<file path="src/rtl/game_state_ctrl.sv">
// -----------------------------------------------------------------------------
// game_state_ctrl
//
// Frogger round/lives sequencer, placed directly after the collision detector.
// It samples the death and win collision flags while the game is in play and
// drives the level, the remaining lives, the freeze flag and the frog respawn
// pulse. Freeze delays are counted in video frames, using frame_tick.
//
// Optional feature macro: GAME_GODMODE_EN
//    defined   : death_collision is ignored in PLAY, so lives never decrement.
//                Wins still work normally.
//    undefined : full behaviour.
//
// Parameters
//    MAX_LEVEL      highest level; the level saturates here     (1..15)
//    START_LIVES    lives loaded when a game starts             (1..7)
//    FREEZE_FRAMES  frames held frozen after a death or win     (1..255)
//
// Ports
//    clk              in   system clock
//    rst_n            in   asynchronous, active-low reset
//    frame_tick       in   one-cycle pulse per video frame
//    start_btn        in   debounced start pulse
//    death_collision  in   frog overlaps an active car
//    win_collision    in   frog reached the top row
//    current_level    out  active level, 1..MAX_LEVEL
//    lives            out  remaining lives
//    freeze           out  high = frog and car motion disabled
//    frog_respawn     out  one-cycle pulse: reload the frog start position
//    level_up         out  one-cycle pulse on each level win
//    game_over        out  high while in GAME_OVER
//
// State table
//    state        | meaning
//    S_IDLE       | powered up; frozen, waiting for start_btn
//    S_PLAY       | normal play; collisions are sampled
//    S_DYING      | frozen after a death; freeze frames are being counted
//    S_WON        | frozen after a level win; freeze frames are being counted
//    S_GAME_OVER  | no lives left; frozen, waiting for start_btn
// -----------------------------------------------------------------------------
module game_state_ctrl #(
   parameter int unsigned MAX_LEVEL     = 8,
   parameter int unsigned START_LIVES   = 3,
   parameter int unsigned FREEZE_FRAMES = 30
) (
   input  logic       clk,
   input  logic       rst_n,
   input  logic       frame_tick,
   input  logic       start_btn,
   input  logic       death_collision,
   input  logic       win_collision,
   output logic [3:0] current_level,
   output logic [2:0] lives,
   output logic       freeze,
   output logic       frog_respawn,
   output logic       level_up,
   output logic       game_over
);

   typedef enum logic [2:0] {
      S_IDLE,
      S_PLAY,
      S_DYING,
      S_WON,
      S_GAME_OVER
   } state_t;

   localparam logic [3:0] LVL_MAX    = 4'(MAX_LEVEL);
   localparam logic [2:0] LIVES_INIT = 3'(START_LIVES);
   localparam logic [7:0] FRZ_LAST   = 8'(FREEZE_FRAMES);

   state_t     r_state;
   logic [7:0] r_frz_cnt;

   logic       w_death;
   logic [7:0] w_cnt_next;
   logic       w_expire;

`ifdef GAME_GODMODE_EN
   assign w_death = 1'b0;
`else
   assign w_death = death_collision;
`endif

   // The counter is cleared on entry, so a tick that coincides with the
   // entering edge is not counted. Expiry is the tick that takes the count
   // to FREEZE_FRAMES.
   assign w_cnt_next = r_frz_cnt + 8'd1;
   assign w_expire   = frame_tick && (w_cnt_next == FRZ_LAST);

   always_ff @(posedge clk or negedge rst_n) begin
      if (!rst_n) begin
         r_state       <= S_IDLE;
         r_frz_cnt     <= 8'd0;
         current_level <= 4'd1;
         lives         <= LIVES_INIT;
         freeze        <= 1'b1;
         frog_respawn  <= 1'b0;
         level_up      <= 1'b0;
         game_over     <= 1'b0;
      end else begin
         frog_respawn <= 1'b0;
         level_up     <= 1'b0;

         case (r_state)
            S_IDLE: begin
               if (start_btn) begin
                  r_state       <= S_PLAY;
                  frog_respawn  <= 1'b1;
                  freeze        <= 1'b0;
                  lives         <= LIVES_INIT;
                  current_level <= 4'd1;
               end
            end

            S_PLAY: begin
               // A death wins over a simultaneous win.
               if (w_death) begin
                  r_state   <= S_DYING;
                  lives     <= lives - 3'd1;
                  freeze    <= 1'b1;
                  r_frz_cnt <= 8'd0;
               end else if (win_collision) begin
                  r_state   <= S_WON;
                  freeze    <= 1'b1;
                  r_frz_cnt <= 8'd0;
                  level_up  <= 1'b1;
               end
            end

            S_DYING: begin
               if (frame_tick) begin
                  r_frz_cnt <= w_cnt_next;
               end
               if (w_expire) begin
                  if (lives == 3'd0) begin
                     r_state   <= S_GAME_OVER;
                     game_over <= 1'b1;
                  end else begin
                     r_state      <= S_PLAY;
                     frog_respawn <= 1'b1;
                     freeze       <= 1'b0;
                  end
               end
            end

            S_WON: begin
               if (frame_tick) begin
                  r_frz_cnt <= w_cnt_next;
               end
               if (w_expire) begin
                  r_state      <= S_PLAY;
                  frog_respawn <= 1'b1;
                  freeze       <= 1'b0;
                  // The new level is driven on the same edge as the respawn,
                  // so the collision detector sees both together.
                  if (current_level >= LVL_MAX) begin
                     current_level <= LVL_MAX;
                  end else begin
                     current_level <= current_level + 4'd1;
                  end
               end
            end

            S_GAME_OVER: begin
               if (start_btn) begin
                  r_state       <= S_PLAY;
                  lives         <= LIVES_INIT;
                  current_level <= 4'd1;
                  frog_respawn  <= 1'b1;
                  game_over     <= 1'b0;
                  freeze        <= 1'b0;
               end
            end

            default: begin
               r_state <= S_IDLE;
               freeze  <= 1'b1;
            end
         endcase
      end
   end

endmodule

</file>
<file path="config.mk">
export PLATFORM = sky130hd
export DESIGN_NAME = game_state_ctrl
export DESIGN_NICKNAME = d
export VERILOG_FILES = /design/src/rtl/game_state_ctrl.sv
export SDC_FILE = /design/constraint.sdc
export NUM_CORES = 1
export LEC_CHECK = 0
export ABC_AREA = 1
export BUFFER_PORTS_ARGS = -buffer_cell sky130_fd_sc_hd__buf_4
export CORE_UTILIZATION = 46
export CTS_CLUSTER_SIZE = 8
export DETAILED_ROUTE_END_ITERATION = 8
export GPL_TIMING_DRIVEN = 0
export PLACE_DENSITY = 0.69
export SETUP_SLACK_MARGIN = 0.2
export SLEW_MARGIN = 10
export SYNTH_ARGS = -nofsm -noshare
export SYNTH_HDL_FRONTEND = slang
export SYNTH_SLANG_ARGS = --single-unit
</file>
<file path="constraint.sdc">
create_clock -name clk -period 1.6 [get_ports clk]
set_input_delay 0 -clock clk [delete_from_list [all_inputs] [get_ports clk]]
set_output_delay 0 -clock clk [all_outputs]
set_load 0.01 [all_outputs]
</file>
# Word-level counts from Yosys, hierarchy flattened
# Cells that the tools add are included.
[totals]
ff_bits = 22
output_inout_bits = 11
wordCells = 77
[op_classes]
n_addsub = 3
order_cmp = 1
eq_ne = 14
muxes = 36
reduce_logical = 15
[op_table]
columns = ["operator", "count"]
rows = [
  ["3-bit 2-to-1 mux", 8],
  ["8-bit 2-to-1 mux", 3],
  ["8-bit one-hot mux with 2 select lines", 1],
  ["1-bit 2-to-1 mux", 15],
  ["4-bit 2-to-1 mux", 3],
  ["2-bit inequality test, second input constant", 6],
  ["3-bit one-hot mux with 4 select lines", 1],
  ["3-bit AND reduction", 3],
  ["8-bit by 1-bit adder with 8-bit output, second input constant", 1],
  ["8-bit by 5-bit equality test with 1-bit output, second input constant", 1],
  ["4-bit one-hot mux with 2 select lines", 1],
  ["4-bit AND reduction", 2],
  ["2-bit nonzero test", 4],
  ["3-bit by 2-bit equality test with 1-bit output, second input constant", 2],
  ["3-bit zero test", 2],
  ["3-bit one-hot mux with 2 select lines", 1],
  ["5-bit AND reduction", 1],
  ["4-bit by 1-bit adder with 4-bit output, second input constant", 1],
  ["4-bit greater-or-equal comparator, second input constant", 1],
  ["2-bit by 1-bit inequality test with 1-bit output, second input constant", 2],
  ["1-bit one-hot mux with 4 select lines", 1],
  ["2-bit OR reduction", 2],
  ["3-bit by 1-bit equality test with 1-bit output, second input constant", 1],
  ["3-bit equality test, second input constant", 1],
  ["other kinds (5)", 5],
]

# Depth between registers and ports, before layout
# Gate-level depths: netlist of run 1.
[depth]
ltp_word = 5
ltp_mapped = 13
mapped_depth_nobuf = 13

# Least setup slack after synthesis of run 1
# No wires, ideal clock.
[synth_timing]
path_type = "reg2reg"
startpoint = "register r_frz_cnt[0]"
endpoint = "register freeze"
setup_time_ns = 0.060
t_arrival_ns = 1.512
required_time_ns = 1.540
slack_ns = 0.028
stages_incl_launch_ff = 13
period_less_slack_ns = 1.572
cell_sequence = "dfrtp_1 -> ha_1 -> nand2_1 -> nand2_1 -> nor2_1 -> nand3_1 -> nor2_4 -> nand2_2 -> nand2_1 -> nand2_2 -> nor2_4 -> nand3_1 -> nand2_1"
[synth_via]
elab_chain_cells = 5
elab_cells_between_ends = 6
[synth_lines]
columns = ["item", "line", "text"]
rows = [
  ["start: declaration", "73", "logic [7:0] r_frz_cnt;"],
  ["start signal: assignment", "133", "r_frz_cnt <= w_cnt_next;"],
  ["start signal: assignment", "149", "r_frz_cnt <= w_cnt_next;"],
  ["8-bit by 1-bit adder with 8-bit output *", "88", "assign w_cnt_next = r_frz_cnt + 8'd1;"],
  ["8-bit by 5-bit equality test with 1-bit output *", "89", "assign w_expire = frame_tick && (w_cnt_next == FRZ_LAST);"],
  ["1-bit logical AND *", "89", ""],
  ["2-bit inequality test (no source line)", "-", ""],
  ["5-bit AND reduction (no source line) *", "-", ""],
  ["end signal: assignment", "97", "freeze <= 1'b1;"],
  ["end signal: assignment", "110", "freeze <= 1'b0;"],
  ["end signal: assignment", "121", "freeze <= 1'b1;"],
  ["end: declaration", "54", "output logic freeze,"],
]
# Every way passes the cells marked *; elsewhere a longest branch is shown, timed or not.
# A chain may end at the register's enable or synchronous reset.

# Worst setup path in the final report of run 1
[layout_timing]
startpoint = "register r_frz_cnt[1]"
endpoint = "register r_state[1]"
[layout_via]
elab_chain_cells = 5
elab_cells_between_ends = 6
[layout_lines]
columns = ["item", "line", "text"]
rows = [
  ["8-bit by 1-bit adder with 8-bit output *", "88", ""],
  ["8-bit by 5-bit equality test with 1-bit output *", "89", ""],
  ["1-bit logical AND *", "89", ""],
  ["2-bit inequality test (no source line)", "-", ""],
  ["4-bit AND reduction (no source line) *", "-", ""],
  ["end signal: assignment", "93", "r_state <= S_IDLE;"],
  ["end signal: assignment", "108", "r_state <= S_PLAY;"],
  ["end signal: assignment", "119", "r_state <= S_DYING;"],
  ["end: declaration", "72", "state_t r_state;"],
]
# Marked as above.

==> metrics.md, run 1 <==
| Metric | Value |
|---|---|
| Worst hold path depth | `3` |
| Worst hold slack | `23.39 ps` |
| Mux cell area share after synthesis | `0%` |
| Antenna viol nets, final | `0` |
| PD cells | `1457 nW/um^2` |
| Synth Area in Simple Gates | `between 20% and 30%` |
| Clk slew on worst S/H paths | `130 ps` |
| Initial DRT Pass Iterations | `4` |
| CP arrival | `1950 ps` |
| Total Wirelength | `about 2800 um` |
| Die area | `about 3000 sq um` |
| #FFs+latches synth | `22` |
| P_leak | `0.7726 nW` |
| CTS tree | `yes` |
| Failing checks | `negative setup slack` |
| Worst r2r path cells | `12` |
| P&R area growth vs syn | `30.97%` |
| Period minus WS final | `roughly 1700 ps` |
| Fin worst setup slack | `-109.6 ps` |
| First-pass GRT wire length | `4416 um` |
| CP Class | `reg2reg` |
| Mapped cell area | `about 1300 sq um` |
| Hold Fails Final Rpt | `0` |
| FMAX | `584.9 MHz` |
| Worst slew pin tran | `304.8 ps` |
| Core Util, Final | `65.29%` |
| XOR/XNOR share of the synthesized area | `less than 1%` |
| Sinks on Clock Net | `22` |
| Multi-input logic area | `699.4 sq um` |
| Total track usage | `20.97%` |
| Final GP Congestion | `0.7801` |
| Clock Tree Buf Depth | `2` |
| Worst slew margin | `79.61%` |
| Via-to-Cell Ratio | `5.044` |
| Die extent in y | `54.52 um` |
| Max Fanout on Critical Path | `5` |
| Synth warnings | `0` |
| Syn Inst Count | `164` |
| Vias | `1140` |
| Register area share after synthesis | `43.79%` |
| DR WL/cell | `12.31 um` |
| Die width | `54.52 um` |
| Nets | `209` |
| Clock Tree Root | `clkbuf_4` |
| FF/Latch Area | `approximately 560 sq um` |
| Row count | `18` |
| Worst setup EP type | `register` |
| Filler cell count | `between 200 and 250` |
| Worst vdd ir | `0.001027 V` |
| Largest family of logic cells by synthesized area | `simple AND/OR/NAND/NOR gates` |
| Core area | `2545 sq um` |
| Post-synthesis compound-gate area fraction | `11.93%` |
| Distinct cell type count after synthesis | `20` |
| Synth Area in Adders | `slightly below 6%` |
| # Max-Cap Violations | `0` |
| RSZ-0062 raised after global routing | `true` |
| WP data required | `1840 ps` |
| Setup-failing EPs final | `8` |
| GRT overflow | `0` |
| Post-DP HPWL | `1867 um` |
| Clock Latency Late Sink | `310 ps` |
| Part of the cycle the worst path needs | `106.8%` |
| Run status | `finished, violations left` |
| Antenna violations before repair | `0` |
| Largest net degree at the start of global routing | `23` |
| Deepest level of the CTS H-tree | `1` |
| Layout cells sized above 1 | `39.29%` |
| Antenna Cells | `0` |
| # DRC | `0` |
| Max Slew Vio Count | `0` |
| Syn_nets | `176` |
| Initial drt markers | `41` |
| IO buf count | `16` |
| Initial cell density of the core | `49.85%` |
| Synth Area per Inst | `between 7 and 8 sq um` |
| Crit start category | `register` |
| Total CTS buffers | `3` |
| Worst Skew | `approximately 2.8 ps` |
| IO Pins | `17` |
| Worst hold path class | `in2reg` |
| Vias in the first global route | `1044` |
-- worst max-delay path: stages, from the launching register on --
cell	delay [ps]
dfrtp_1	450
ha_4	190
nand2_1	70
nand2_2	60
nor2_2	120
nand3_2	110
nor2_4	140
nand2_4	80
nand2_2	70
nand2_2	60
nor2_4	150
nand2_1	70
o21ai_1	70
-- worst paths after layout --
check,startpoint,endpoint,slack (ps)
setup / recovery,r_frz_cnt[1],r_state[1],-110
hold / removal,frame_tick,r_frz_cnt[0],20
setup reg to reg,r_frz_cnt[1],r_state[1],-110
hold reg to reg,freeze,freeze,480
max in group asynchronous,rst_n,current_level[0],1230
min in group asynchronous,rst_n,r_frz_cnt[7],100
-- report_power, final --
group,switching [mW],total [mW],leakage [nW],internal (mW)
clock network,0.175,0.314,0.0210,0.139
logic,0.718,1.22,0.471,0.504
registers,0.142,0.884,0.281,0.742
-- area by class of cell --
type	count	area share (%)
multi-input combinational	114	42.09
sequential	22	33.66
timing repair buffer	28	13.48
inverter	28	6.325
tap	30	2.259
clock buffer	4	2.184
-- flip-flops by register name (all words and copies together), names as in the netlist --
name,cells
freeze,1
r_frz_cnt,8
frog_respawn,1
current_level,4
lives,3
level_up,1
game_over,1
r_state,3
-- synth_stat cells --
cell	instances	share of area (%)
nand3_2	1	0.79
a21oi_1	5	2.0
o21ai_1	3	1.2
o22ai_1	2	0.99
nor3_4	1	1.3
ha_1	6	5.9
a31oi_1	1	0.49
nor2_2	3	1.5
dfrtp_1	18	36
nor2_4	3	2.7
inv_1	28	8.3
dfstp_2	4	8.3
o21bai_1	1	0.59
nand2_1	38	11
nand3_1	11	4.3
nand4_1	1	0.49
nand2_2	6	3.0
o21ai_0	17	6.7
nor2_1	14	4.1
xor2_1	1	0.69
-- stage by stage --
stage / total power, mW / worst slack (ps) / instance area, sq um / setup TNS (ps) / std cells
finish: 2.420 / -109.6 / 1662 / -603.5 / 226
global route: 2.612 / -231.1 / 1662 / -1858 / 226
CTS: 2.306 / -76.10 / 1590 / -339.2 / 224
detailed placement: 1.845 / -176.6 / 1431 / -1183 / 210
global placement: 1.806 / -128.2 / 1431 / -888.7 / 210
floorplan: 1.511 / 39.09 / 1274 / 0 / 164
-- layout by cell type, fill, tap and decap left out, types with 2 or more instances in the layout --
| cell type | Yosys | layout |
|---|---|---|
| nand2_1 | 38 | 30 |
| buf_4 | 0 | 23 |
| inv_1 | 28 | 22 |
| dfrtp_1 | 18 | 15 |
| nand2_2 | 6 | 13 |
| o21ai_0 | 17 | 10 |
| nand3_1 | 11 | 9 |
| nor2_1 | 14 | 8 |
| nor2_2 | 3 | 7 |
| inv_2 | 0 | 6 |
| o21ai_1 | 3 | 6 |
| nor2_4 | 3 | 5 |
| ha_1 | 6 | 5 |
| a21oi_1 | 5 | 4 |
| o21ai_2 | 0 | 4 |
| dfstp_2 | 4 | 4 |
| dlygate4sd3_1 | 0 | 4 |
| nand3_2 | 1 | 3 |
| clkbuf_4 | 0 | 3 |
| dfrtp_2 | 0 | 3 |
| o22ai_1 | 2 | 2 |
-- what timing repair did --
item,4_1_cts,5_1_grt
cloned,0,0
endpoints found under the hold margin,25,0
buffers inserted,6,2
setup endpoints to repair,21,21
gates resized for setup,17,23
pin swaps,1,12
hold buffers,4,0
-- per-layer routing --
layer,vias up,GRT usage (%),part of all wire [%]
met5,-,0,0
li1,583,-,-
met1,533,27.68,48
met2,20,35.16,49
met4,0,6.838,0.79
met3,4,2.778,2.8
-- cell families (layout without fill, tap and decap cells) --
| family | after synthesis | in the layout |
|---|---|---|
| AOI/OAI and AO/OA | 29 | 29 |
| xor gates and xnor gates | 1 | 1 |
| adders and majority gates | 6 | 6 |
| buffers and inverters | 28 | 60 |
| DFF | 22 | 22 |
| and+or+nand+nor | 78 | 78 |
No activity file was read; power rests on OpenSTA's default activity.
==> run 2: changes to the inputs <==
- BUFFER_PORTS_ARGS: -buffer_cell sky130_fd_sc_hd__buf_4 -> -buffer_cell sky130_fd_sc_hd__clkbuf_2
==> metrics.md, run 2 (synthesis results as in run 1) <==
| Metric | Value |
|---|---|
| Run status | `finished, violations left` |
| Failing checks | `negative setup slack` |
| PD cells | `between 1500 and 2000 nW/um^2` |
| Filler cell count | `191` |
| Most frequent cells in the layout | `32 x nand2_1, 22 x inv_1, 16 x dfrtp_1, 16 x clkbuf_2, 12 x buf_4` |
| Crit start category | `register` |
| Worst slew margin | `63.60%` |
| Final GP Congestion | `0.7932` |
| Max Slew Vio Count | `0` |
| Die area | `2972 sq um` |
| # Max-Cap Violations | `0` |
| Total CTS buffers | `3` |
| Multi-input logic area | `709.4 sq um` |
| Vias | `between 1000 and 1500` |
| Vias in the first global route | `between 1000 and 1500` |
| WP buf/inv | `1` |
| GRT overflow | `0` |
| Worst Skew | `8.239 ps` |
| Post-Route Setup TNS | `-694.3 ps` |
| Antenna Cells | `0` |
| P_leak | `0.7977 nW` |
| WP data required | `1850 ps` |
| Worst hold path class | `in2reg` |
| Largest net degree at the start of global routing | `23` |
| Worst r2r path cells | `12` |
| FF/Latch Area | `558.0 sq um` |
| Cell family with the largest share of critical-path delay | `simple AND/OR/NAND/NOR gates` |
| Antenna viol nets, final | `0` |
| # DRC | `0` |
| Combinational power share | `51.0%` |
| Antenna violations before repair | `0` |
| Core area | `2545 sq um` |
| Part of the cycle the worst path needs | `107.4%` |
| Deepest level of the CTS H-tree | `1` |
| Seq pwr share | `32.6%` |
| IO Pins | `17` |
| Clock Latency Late Sink | `310 ps` |
| Clk slew on worst S/H paths | `130 ps` |
| Slowest CP cell | `dfrtp_2` |
| Worst setup EP type | `register` |
| Initial cell density of the core | `49.85%` |
| P&R area growth vs syn | `32.94%` |
| Worst vdd ir | `0.001140 V` |
| Internal Dissipation | `1.552 mW` |
| Commonest non-fill, non-tap cell in the layout | `nand2_1` |
| Clock Power Share | `16.4%` |
| Period minus WS final | `1718 ps` |
| IO buf count | `16` |
| Setup-failing EPs final | `9` |
| Hold Fails Final Rpt | `0` |
| CP Class | `reg2reg` |
| Post-DP HPWL | `1889 um` |
| First-pass GRT wire length | `4319 um` |
| CTS tree | `yes` |
| Post-route cell area | `1687 sq um` |
| Via-to-Cell Ratio | `5.126` |
| Max reg flops | `8` |
| Initial drt markers | `15` |
| FMAX | `a little under 600 MHz` |
| Stages on worst setup path | `12` |
| Row count | `18` |
| Max stage delay on crit path | `470 ps` |
| Biggest registers after layout | `r_frz_cnt x8, current_level x4` |
| Max Fanout on Critical Path | `5` |
| CP arrival | `1970 ps` |
| Switching portion of total power | `between 40 and 50%` |
| Sinks on Clock Net | `22` |
| Worst hold path depth | `3` |
| Critical path, cell by cell | `inv_2 > ha_1 > nand3_1 > nor2_2 > nand3_2 > nor2_4 > nand2_4 > nand2_2 > nand2_2 > nor2_4 > nand2_1 > o21ai_1` |
| Die extent in y | `roughly 55 um` |
| Nets | `214` |
| Die width | `~55 um` |
| Initial DRT Pass Iterations | `4` |
| Layout cells sized above 1 | `39.80%` |
| Clock Tree Buf Depth | `2` |
| DP Area | `roughly 1400 sq um` |
| Total track usage | `20.34%` |
| Most flops, register | `r_frz_cnt` |
| Fin worst setup slack | `-118.2 ps` |
| Clock Tree Root | `clkbuf_4` |
| Worst slew pin tran | `545.9 ps` |
| DR WL/cell | `12.40 um` |
| Psw | `approximately 1.1 mW` |
| Total Wirelength | `between 2000 and 3000 um` |
| RSZ-0062 raised after global routing | `true` |
run 2: cell types whose count changed in the layout (fill, tap and decap cells not counted), sizes merged:
cell    delta
clkbuf    +15
bufinv     +1
buf       -11
run 2: power groups by stage:
stage	clock (mW)	sequential (mW)	combinational (mW)
floorplan	0	0.896	0.615
global placement	0	0.862	0.886
detailed placement	0	0.865	0.930
CTS	0.436	0.856	1.12
global route	0.457	0.878	1.51
finish	0.431	0.857	1.34
run 2: metrics by stage:
step | hold WS, ps | total power, mW | setup slack [ps] | util, % | cells
after floorplan | -295.6 | 1.511 | 39.09 | - | 164
after global placement | 7.382 | 1.749 | -121.2 | 54.67 | 210
after detailed placement | 17.04 | 1.794 | -161.9 | 54.67 | 210
after CTS | 51.62 | 2.408 | -64.25 | 61.70 | 226
after global routing | 67.51 | 2.844 | -253.4 | 66.27 | 231
final | 68.73 | 2.630 | -118.2 | 66.27 | 231
run 2: final cells by class:
cell class	count	share of cell area (%)
Timing Repair Buffer	33	13.13
Inverter	28	6.380
Tap cell	30	2.226
Sequential cell	22	33.09
Clock inverter	1	1.780
Multi-Input combinational cell	114	42.06
Clock buffer	3	1.335
run 2: what timing repair did:
item / 4_1_cts / 5_1_grt
setup buffers: 8 / 5
setup endpoints to repair: 21 / 21
gates resized for setup: 13 / 28
endpoints found under the hold margin: 23 / 0
hold buffers: 4 / 0
gates cloned: 0 / 0
pin swaps: 3 / 13
run 2: tightest hold or removal path, cell delays in order:
cell	delay (ps)
clkbuf_2	90
nand2_1	170
o22ai_2	90
run 2: final timing paths:
| path | startpoint | endpoint | slack, ps |
|---|---|---|---|
| min in group asynchronous | rst_n | r_frz_cnt[7] | 180 |
| hold / removal | frame_tick | r_frz_cnt[1] | 70 |
| setup reg to reg | r_frz_cnt[1] | r_state[2] | -120 |
| setup / recovery | r_frz_cnt[1] | r_state[2] | -120 |
| max in group asynchronous | rst_n | r_frz_cnt[1] | 1020 |
| hold reg to reg | freeze | freeze | 480 |
run 2: per-layer routing:
layer	global-route usage, %	share of wire, %	vias to the layer above
met1	25.52	44	554
met2	35.98	52	26
met5	0	0	-
met4	5.128	1.5	0
li1	-	-	598
met3	3.333	3.1	6
==> run 3: changes to the inputs <==
- BUFFER_PORTS_ARGS: -buffer_cell sky130_fd_sc_hd__clkbuf_2 -> default
- DONT_BUFFER_PORTS: default -> 1
- GPL_TIMING_DRIVEN: 0 -> default
- PLACE_DENSITY: 0.69 -> default
==> metrics.md, run 3 (synthesis results as in run 1) <==
| Metric | Value |
|---|---|
| Worst vdd ir | `between 0.001 and 0.0015 V` |
| CP Class | `reg2reg` |
| Slowest CP cell | `dfrtp_2` |
| Vias | `1177` |
| Die width | `54.52 um` |
| GRT overflow | `0` |
| Max Fanout on Critical Path | `5` |
| Crit-path most repeated cell | `nand2_2` |
| Failing checks | `negative setup slack` |
| Crit start category | `register` |
| Sinks on Clock Net | `22` |
| Initial drt markers | `28` |
| Run status | `finished, violations left` |
| First-pass GRT wire length | `4664 um` |
| Clock Tree Buf Depth | `2` |
| Psw | `between 1 and 1.5 mW` |
| WP data required | `~1800 ps` |
| Placed Instances | `206` |
| Part of the cycle the worst path needs | `111.0%` |
| Switching portion of total power | `43.84%` |
| Vias in the first global route | `1074` |
| # DRC | `0` |
| Clock Tree Root | `clkbuf_4` |
| Total track usage | `22.12%` |
| Final non-filler cell total | `around 230` |
| Fin worst setup slack | `-175.8 ps` |
| Reg-to-reg slack, setup | `-180 ps` |
| Die area | `2972 sq um` |
| Antenna Cells | `0` |
| Overall power | `2.508 mW` |
| IO Pins | `17` |
| Max stage delay on crit path | `470 ps` |
| Post-Route Setup TNS | `-1041 ps` |
| Hold Fails Final Rpt | `0` |
| P_leak | `0.7840 nW` |
| Setup-failing EPs final | `10` |
| RSZ-0062 raised after global routing | `true` |
| Max Slew Vio Count | `0` |
| Period minus WS final | `1776 ps` |
| Worst hold path class | `in2reg` |
| Worst Skew | `1.081 ps` |
| Commonest non-fill, non-tap cell in the layout | `nand2_1` |
| DP Area | `1401 sq um` |
| Antenna violations before repair | `0` |
| Clock Latency Late Sink | `310 ps` |
| Post-route cell area | `1698 sq um` |
| Worst slew margin | `33.93%` |
| Most flops, register | `r_frz_cnt` |
| Nets | `208` |
| P&R area growth vs syn | `33.83%` |
| Clock Power Share | `around 13%` |
| Total Wirelength | `between 3000 and 4000 um` |
| Internal Dissipation | `1.409 mW` |
| Initial cell density of the core | `about half` |
| Via-to-Cell Ratio | `5.231` |
| Combinational power share | `50.4%` |
| FMAX | `563.1 MHz` |
| Row count | `18` |
| IO buf count | `0` |
| PD cells | `about 1500 nW/um^2` |
| Deepest level of the CTS H-tree | `1` |
| Post-DP HPWL | `about 2200 um` |
| Layout cells sized above 1 | `37.95%` |
| Most frequent cells in the layout | `28 x nand2_1, 21 x inv_1, 16 x dfrtp_1, 16 x buf_4, 14 x nand2_2` |
| Initial DRT Pass Iterations | `5` |
| Total CTS buffers | `3` |
| Clk slew on worst S/H paths | `130 ps` |
| Largest net degree at the start of global routing | `23` |
| Final GP Congestion | `0.8647` |
| Max reg flops | `8` |
| CTS tree | `yes` |
| Core area | `2545 sq um` |
| DR WL/cell | `approximately 14 um` |
| Filler cell count | `209` |
| Seq pwr share | `between 30% and 40%` |
| CP arrival | `2020 ps` |
| Die extent in y | `about 55 um` |
| Antenna viol nets, final | `0` |
| Biggest registers after layout | `r_frz_cnt x8, current_level x4` |
| Worst slew pin tran | `987.7 ps` |
| # Max-Cap Violations | `0` |
| Worst setup EP type | `register` |
| Critical path, cell by cell | `ha_4 > nand2_2 > nand2_2 > nor2_1 > nand3_1 > nor2_4 > nand2_4 > nand2_2 > nand2_2 > nor2_4 > nand2_1 > o21ai_1` |
## run 3: cell types whose count changed in the layout (fill, tap and decap cells not counted), moves of 2 or more
| cell | change |
|---|---|
| o21ai_2 | +2 |
| nand2_1 | -4 |
| nor2_4 | +2 |
| clkbuf_2 | -16 |
| buf_4 | +4 |
| buf_6 | +3 |
| nor2_2 | -4 |
| dlygate4sd3_1 | +3 |
| nor2_1 | +2 |
| nand2_2 | +3 |
## run 3: routing by layer
metal / wire [um] / global-route usage [%] / vias up / part of all wire (%)
met5: 0 / 0 / - / 0
met1: 1406 / 30.74 / 557 / 44
met3: 162 / 4.167 / 2 / 5.1
met4: 7 / 2.564 / 0 / 0.22
met2: 1595 / 36.59 / 37 / 50
li1: - / - / 581 / -
## run 3: power by group through the flow
stage | sequential, mW | clock [mW] | combinational (mW)
2_1_floorplan | 0.896 | 0 | 0.615
3_3_place_gp | 0.910 | 0 | 0.921
3_5_place_dp | 0.914 | 0 | 0.969
4_1_cts | 0.906 | 0.316 | 1.08
5_1_grt | 0.955 | 0.340 | 1.40
6_report | 0.928 | 0.316 | 1.26
## run 3: repair_timing
item | in CTS | in global routing
endpoints found under the hold margin | 31 | 1
buffers inserted | 3 | 5
endpoints found under the setup margin | 20 | 20
gates resized for setup | 18 | 31
hold buffers | 6 | 1
pin swaps | 3 | 16
## run 3: path summary, 6_finish.rpt
| path | to | depth (start not counted) | startpoint |
|---|---|---|---|
| setup / recovery | r_state[2] | 12 | r_frz_cnt[1] |
| hold / removal | r_state[0] | 4 | win_collision |
| setup reg to reg | r_state[2] | 12 | r_frz_cnt[1] |
| hold reg to reg | freeze | 2 | freeze |
| max in group asynchronous | r_frz_cnt[0] | 1 | rst_n |
| min in group asynchronous | r_frz_cnt[6] | 1 | rst_n |
## run 3: critical path, delay by kind of cell, from the launching register on
family	cells	cell delay, ps
flops	1	470
fa+ha+maj	1	190
compound gates	1	80
simple gates	10	960
## run 3: final cells by class
class / instances / area (sq um) / area share (%)
repair buffers: 27 / 235.2 / 13.85
multi-input cells: 114 / 723.2 / 42.59
inverters: 28 / 107.6 / 6.337
flip-flops and latches: 22 / 558.0 / 32.87
clock buffers: 4 / 36.28 / 2.137
well taps: 30 / 37.54 / 2.211
## run 3: through the flow
step           utilization (%)  worst slack, ps  hold slack, ps
2_1_floorplan                -            39.09          -295.6
3_3_place_gp             55.06            8.301          -295.0
3_5_place_dp             55.06           -63.67          -295.1
4_1_cts                  61.46           -63.31          -223.3
5_1_grt                  66.72           -280.8           39.27
6_report                 66.72           -175.8           21.12
